--- src/rtl/turn_pattern_gen.sv ---
// turn_pattern_gen: animated lamp patterns for the tail-light controller.
// A shared prescaler produces a registered step strobe; the left, right and
// hazard channels each run their own small sequence machine off that strobe.
// Every output comes straight from a register.
module turn_pattern_gen #(
   parameter int TICK_DIV = 10,
   parameter int CNT_W    = 4
) (
   input  logic       clk,
   input  logic       rst,
   input  logic       L,
   input  logic       H,
   input  logic       R,
   output logic [2:0] left_out,
   output logic [2:0] right_out,
   output logic [5:0] haz_out,
   output logic       tick
);

   localparam logic [CNT_W-1:0] CNT_LAST = CNT_W'(TICK_DIV - 1);

   typedef enum logic [2:0] {D_OFF, D_S1, D_S2, D_S3, D_S0} dir_state_t;
   typedef enum logic [1:0] {H_OFF, H_ON, H_DARK} haz_state_t;

   logic             any_req;
   logic [CNT_W-1:0] cnt_reg, cnt_next;
   logic             tick_reg, tick_next;
   logic [1:0]       dir_req;

   assign any_req = L | H | R;
   assign dir_req = {R, L};

   // Prescaler next value: parked at 0 while idle so a fresh request gets a
   // full first step; the strobe is raised for the cycle after the last count.
   always_comb begin
      cnt_next  = '0;
      tick_next = 1'b0;
      if (any_req) begin
         tick_next = (cnt_reg == CNT_LAST);
         cnt_next  = tick_next ? '0 : cnt_reg + CNT_W'(1);
      end
   end

   // Prescaler and strobe registers.
   always_ff @(posedge clk) begin
      if (!rst) begin
         cnt_reg  <= '0;
         tick_reg <= 1'b0;
      end else begin
         cnt_reg  <= cnt_next;
         tick_reg <= tick_next;
      end
   end

   assign tick = tick_reg;

   // Left (gi=0) and right (gi=1) channels share one machine; the right
   // pattern is the left pattern mirrored so the innermost lamp lights first.
   generate
      for (genvar gi = 0; gi < 2; gi++) begin : g_dir
         localparam bit MIRROR = (gi == 1);
         dir_state_t state_reg, state_next;
         logic [2:0] pat_reg, pat_next;
         logic [2:0] base_pat;

         // State and pattern registers for this direction channel.
         always_ff @(posedge clk) begin
            if (!rst) begin
               state_reg <= D_OFF;
               pat_reg   <= 3'b000;
            end else begin
               state_reg <= state_next;
               pat_reg   <= pat_next;
            end
         end

         // Next state: a dropped request wins over the step strobe.
         always_comb begin
            state_next = state_reg;
            if (!dir_req[gi]) begin
               state_next = D_OFF;
            end else begin
               case (state_reg)
                  D_OFF:   state_next = D_S1;
                  D_S1:    if (tick_reg) state_next = D_S2;
                  D_S2:    if (tick_reg) state_next = D_S3;
                  D_S3:    if (tick_reg) state_next = D_S0;
                  D_S0:    if (tick_reg) state_next = D_S1;
                  default: state_next = D_OFF;
               endcase
            end
         end

         // Pattern decoded from the next state so it lands with the state.
         always_comb begin
            base_pat = 3'b000;
            case (state_next)
               D_S1:    base_pat = 3'b001;
               D_S2:    base_pat = 3'b011;
               D_S3:    base_pat = 3'b111;
               default: base_pat = 3'b000;
            endcase
            pat_next = MIRROR ? {base_pat[0], base_pat[1], base_pat[2]} : base_pat;
         end
      end
   endgenerate

   assign left_out  = g_dir[0].pat_reg;
   assign right_out = g_dir[1].pat_reg;

   haz_state_t haz_state_reg, haz_state_next;
   logic [5:0] haz_pat_reg, haz_pat_next;

   // Hazard state and pattern registers.
   always_ff @(posedge clk) begin
      if (!rst) begin
         haz_state_reg <= H_OFF;
         haz_pat_reg   <= 6'b000000;
      end else begin
         haz_state_reg <= haz_state_next;
         haz_pat_reg   <= haz_pat_next;
      end
   end

   // Hazard next state: blink between ON and DARK on each step strobe.
   always_comb begin
      haz_state_next = haz_state_reg;
      if (!H) begin
         haz_state_next = H_OFF;
      end else begin
         case (haz_state_reg)
            H_OFF:   haz_state_next = H_ON;
            H_ON:    if (tick_reg) haz_state_next = H_DARK;
            H_DARK:  if (tick_reg) haz_state_next = H_ON;
            default: haz_state_next = H_OFF;
         endcase
      end
   end

   // Hazard pattern: all six lamps lit only in ON.
   always_comb begin
      haz_pat_next = (haz_state_next == H_ON) ? 6'b111111 : 6'b000000;
   end

   assign haz_out = haz_pat_reg;

endmodule

--- config.mk ---
export PLATFORM = sky130hd
export DESIGN_NAME = turn_pattern_gen
export DESIGN_NICKNAME = d
export VERILOG_FILES = /design/src/rtl/turn_pattern_gen.sv
export SDC_FILE = /design/constraint.sdc
export NUM_CORES = 1
export LEC_CHECK = 0
export CAP_MARGIN = 10
export CORE_MARGIN = 2
export CORE_UTILIZATION = 50
export DETAILED_ROUTE_END_ITERATION = 8
export PLACE_DENSITY = 0.78
export SYNTH_ARGS = -nofsm -noshare
export SYNTH_HDL_FRONTEND = slang
export SYNTH_SLANG_ARGS = --single-unit
--- constraint.sdc ---
create_clock -name clk -period 3.3 [get_ports clk]
set_clock_uncertainty 0.05 [all_clocks]
set_input_delay 0.66 -clock clk [delete_from_list [all_inputs] [get_ports clk]]
set_output_delay 0.66 -clock clk [all_outputs]
set_load 0.05 [all_outputs]
==> results of run 1 <==
[cell usage in the layout (no fill, tap or decap), types with 3 or more instances in the layout]
cell             instances
nor3_1                   4
inv_1                    3
nand2_1                  8
nand2b_1                 4
nor2_1                   4
dfxtp_1                 20
clkdlybuf4s50_1         17
a21oi_1                  8
nand3b_1                 3
clkbuf_4                 3
[worst max-delay path by stage]
stage                    start         end  cells past startpoint
floorplan           haz_out[4]  haz_out[1]                      1
global placement          tick        tick                      1
detailed placement        tick        tick                      1
CTS                       tick        tick                      1
global route              tick        tick                      1
finish                    tick        tick                      1
[power by group through the flow]
stage | sequential, mW | clock, mW | combinational (mW)
floorplan | 0.266 | 0 | 0.0302
global placement | 0.260 | 0 | 0.0505
detailed placement | 0.261 | 0 | 0.0518
CTS | 0.255 | 0.141 | 0.0520
global route | 0.257 | 0.151 | 0.0548
finish | 0.255 | 0.138 | 0.0514
[logic make-up (layout without fill, tap and decap cells)]
logic type | after synthesis | in the layout | synth area share (%)
AND/OR/NAND/NOR | 35 | 35 | 24.26
AO/OA/AOI/OAI | 16 | 16 | 12.28
adder cells (fa/ha/maj) | 2 | 2 | 2.958
buffers and inverters | 12 | 24 | 9.022
flip-flops | 20 | 20 | 47.34
XOR/XNOR | 4 | 4 | 4.143
[layout make-up]
class                      count  area, sq um  area share (%)
sequential                    20        400.4           39.75
multi-input combinational     57        369.1           36.65
timing repair buffer          17        170.2           16.89
clock buffer                   4        36.28           3.602
tap                           16        20.02           1.988
inverter                       3        11.26           1.118
[routing by layer]
metal  wire length [um]  part of all wire, %  vias up  track usage, %
li1                   -                    -      336               -
met1                645                   47      286           19.65
met2                675                   49       12           26.57
met3                 57                  4.1        2           2.800
met4                  9                 0.65        0           10.59
met5                  0                    0        -               0
[metrics by stage]
step           util (%)  area, sq um  cells  worst slack [ps]
6_report          65.34         1007    117             710.2
2_1_floorplan         -        845.8     89              1617
3_5_place_dp      62.99        970.9    113              1044
3_3_place_gp      62.99        970.9    113              1075
5_1_grt           65.34         1007    117             599.1
4_1_cts           65.34         1007    117             697.5
==> flow_summary.json, run 1 <==
{
  "power.static_leakage_nw": 0.3372,
  "critPathTopFamily": "buffers and inverters",
  "antennaDiodeCount": 0,
  "fin_setup_tns_ps": 0,
  "cpMaxStageDelayCell": "clkdlybuf4s50_1",
  "worst_r2r_startpoint": "tick",
  "path_class": "reg2out",
  "min_to": "cnt_reg[0]",
  "place.gp.congestion": 0.7127,
  "ir_drop_mv": 0.3172,
  "synth_seq_cells": 20,
  "p_sw_share_pct": 24.49,
  "cts-root-buf": "clkbuf_4",
  "post_cts_buffers": 0,
  "crit_path_end_kind": "output port",
  "synth_fp_nets": 96,
  "async_reset_ff_share_pct": 0,
  "p_switching_uw": 108.9,
  "slew_headroom_pct": 64.40,
  "htreeDepth": 1,
  "synthDistinctLibCells": 31,
  "worst-path-buf-inv": 1,
  "internal_power_uw": 336.0,
  "viasPerCell": 5.436,
  "insertion_delay_ps": 290,
  "syn-instance-count": 89,
  "cap_violations": 0,
  "period_needed_ps": 2590,
  "die_w_um": 45.13,
  "final_nets": 109,
  "coreArea_sq_um": 1541,
  "num-fill-cells": 128,
  "die_area_sq_um": 2037,
  "synth_edf_count": 0,
  "cp.required_ps": 2590,
  "hold_ws_ps": 458.5,
  "p_per_area_nw_per_um2": 441.7,
  "rows": 14,
  "cts_tree": "yes",
  "die_h_um": 45.13,
  "worstPathArrival_ps": 1880,
  "cts_resized": 0,
  "worstHoldStart": "cnt_reg[0]",
  "netlist_top_cells_area": "dfxtp_1 47%, buf_4 5.3%, a21oi_1 4.7%",
  "combPwrFrac_pct": 11.6,
  "clk_path_buf_depth": 2,
  "worstMarginPinSlew_ps": 533.3,
  "reg2regPathDepth": 3,
  "seq_power_share_pct": 57.4,
  "dr.pass1.iters": 2,
  "max_freq_mhz": 386.1,
  "ant_nets": 0,
  "r2r_end": "right_out[2]",
  "fin_crit_sh_pct": 78.48,
  "clock_sinks": 20,
  "synth_top_area_share_pct": 47.34,
  "rrSetupSlack_ps": 1830,
  "start_util_pct": 54.87,
  "setup_viol": 0,
  "wl_um": 1387,
  "grt_start_max_net_pins": 19,
  "crit_chain": "clkdlybuf4s50_1",
  "synth_top_area_cell": "dfxtp_1",
  "rsz0062_at_grt": "no",
  "overflow": 0,
  "clkSlewWorstSetupHoldPaths_ps": 110,
  "max_stage_delay_ps": 910,
  "drt-initial-drc-count": 16,
  "track_usage_pct": 16.32,
  "yosys_warnings": 0,
  "avgRoutedWirePerCell_um": 11.85,
  "power_uw": 444.9,
  "via_count": 636,
  "synthFlopType": "dfxtp_1",
  "hpwl_um": 1030,
  "grt_pass1_vias": 566,
  "power_frac_clock_pct": 31.0,
  "hp-class": "reg2reg",
  "cts_buffers": 3,
  "status": "completed",
  "synth_area_per_cell_sq_um": 9.503,
  "area_growth_pct": 19.08,
  "grt_pass1_wl_um": 2401,
  "whs_path_depth": 1,
  "antenna_found_initial": 0,
  "cts.hold.buffers_added": 0,
  "critPathLaunchType": "flop",
  "io_pins": 18,
  "largest_reg_flops": 6,
  "drive_gt1_share_pct": 5.941,
  "cp_max_fo": 18,
  "ys_seq_area_share_pct": 47.34,
  "syn_area_sq_um": 845.8,
  "synth.most_common_cell": "dfxtp_1",
  "slew_violations": 0,
  "drc": 0,
  "portBuffers": 17,
  "yosys-top-cells-count": "20 x dfxtp_1, 8 x a21oi_1, 8 x nand2_1",
  "finalHoldViolations": 0
}
(Power assumes the default switching activity.)
==> run 2: changes to the inputs <==
Settings changed: CORE_UTILIZATION 50 to 48, PLACE_DENSITY 0.78 to 0.75.
Clock period 3.3 ns to 2.7 ns, I/O delays scaled along.
==> run 2 against run 1 <==
Compared with the run above: first-iteration DRC count fell by 6.3%; sequential power rose by 22%; combinational power rose by 22%; largest power group unchanged; critical endpoint is now haz_out[0]; wire length fell by 1.9%; non-clock buffer count rose by 1; via count rose by 1.9%; largest cell class unchanged.
==> flow_summary.json, run 2 (same netlist as run 1, synthesis figures left out) <==
{
  "place.gp.congestion": 0.7857,
  "viasPerCell": 5.445,
  "coreArea_sq_um": 1689,
  "die_area_sq_um": 2114,
  "clk_path_buf_depth": 2,
  "largest_reg_flops": 6,
  "rsz0062_at_grt": "no",
  "crit_path_end_kind": "output port",
  "cts_tree": "yes",
  "ir_drop_mv": 0.3847,
  "rows": 15,
  "cp.required_ps": 2110,
  "dr.pass1.iters": 3,
  "grt_pass1_wl_um": 1952,
  "cts_buffers": 3,
  "avgRoutedWirePerCell_um": 11.44,
  "track_usage_pct": 13.02,
  "fin_crit_sh_pct": 78.44,
  "drt-initial-drc-count": 15,
  "place_area_sq_um": 979.7,
  "power.static_leakage_nw": 0.3426,
  "dp_slack_ps": 826.1,
  "area_growth_pct": 20.12,
  "wl_um": 1361,
  "final_area_sq_um": 1016,
  "antenna_found_initial": 0,
  "final_nets": 110,
  "htreeDepth": 1,
  "final_common_cell": "dfxtp_1",
  "die_h_um": 45.98,
  "crit_chain": "clkdlybuf4s50_1",
  "cap_violations": 0,
  "insertion_delay_ps": 290,
  "cts_resized": 0,
  "num-fill-cells": 146,
  "slew_headroom_pct": 66.32,
  "io_pins": 18,
  "cp_max_fo": 6,
  "status": "completed",
  "setup_viol": 0,
  "portBuffers": 17,
  "grt_pass1_vias": 506,
  "hpwl_um": 1018,
  "slew_violations": 0,
  "fin_setup_tns_ps": 0,
  "max_stage_delay_ps": 830,
  "drc": 0,
  "antennaDiodeCount": 0,
  "post_cts_buffers": 0,
  "clock_sinks": 20,
  "hp-class": "reg2reg",
  "period_needed_ps": 2118,
  "final_cell_mix": "20 x dfxtp_1, 17 x clkdlybuf4s50_1, 8 x a21oi_1, 8 x nand2_1",
  "worstPathArrival_ps": 1530,
  "path_class": "reg2out",
  "worst-path-buf-inv": 1,
  "critPathLaunchType": "flop",
  "cts.hold.buffers_added": 0,
  "worstMarginPinSlew_ps": 503.7,
  "overflow": 0,
  "grt_start_max_net_pins": 18,
  "critPathTopFamily": "buffers and inverters",
  "die_w_um": 45.98,
  "max_freq_mhz": 472.2,
  "clkSlewWorstSetupHoldPaths_ps": 110,
  "start_util_pct": 50.07,
  "ant_nets": 0,
  "hold_ws_ps": 450.8,
  "p_per_area_nw_per_um2": 535.2,
  "cts-root-buf": "clkbuf_4",
  "finalHoldViolations": 0,
  "cpMaxStageDelayCell": "clkdlybuf4s50_1",
  "via_count": 648,
  "worst_slack_ps": 582.1,
  "drive_gt1_share_pct": 6.863
}
==> run 2: cell types whose count changed in the layout (fill, tap and decap cells not counted), sizes merged <==
cell / delta
buf: +1
==> run 2: final timing paths <==
check	from	endpoint	slack (ps)	cells past startpoint
setup / recovery	haz_out[4]	haz_out[0]	580	1
hold / removal	haz_state_reg[0]	haz_out[4]	450	1
setup reg to reg	cnt_reg[1]	cnt_reg[3]	1340	4
hold reg to reg	haz_state_reg[0]	haz_out[4]	450	1
==> run 2: metrics by stage <==
step | total power [mW] | utilization, % | cells
2_1_floorplan | 0.3626 | - | 89
3_3_place_gp | 0.3800 | 58.00 | 115
3_5_place_dp | 0.3818 | 58.00 | 115
4_1_cts | 0.5482 | 60.15 | 119
5_1_grt | 0.5602 | 60.15 | 119
6_report | 0.5437 | 60.15 | 119
==> run 2: area by class of cell <==
type | instances | area [sq um] | share of cell area [%]
multi-input cells | 57 | 369.1 | 36.33
repair buffers | 18 | 177.7 | 17.49
well taps | 17 | 21.27 | 2.094
flip-flops and latches | 20 | 400.4 | 39.41
clock buffers | 4 | 36.28 | 3.571
inverters | 3 | 11.26 | 1.108
==> run 2: metal layers <==
metal  share of wire [%]  vias to the layer above  GRT usage [%]  wire (um)
li1                    -                      333              -          -
met1                  48                      300          15.48        649
met2                  48                       13          21.67        647
met3                 3.7                        2          2.778         50
met4                0.96                        0          6.857         13
met5                   0                        -              0          0
==> run 2: where the power goes <==
part | internal, mW | switching, mW | leakage, nW
Clock | 0.0821 | 0.0872 | 0.0210
Combinational | 0.0251 | 0.0378 | 0.158
Sequential | 0.303 | 0.00817 | 0.163
Total | 0.411 | 0.133 | 0.343
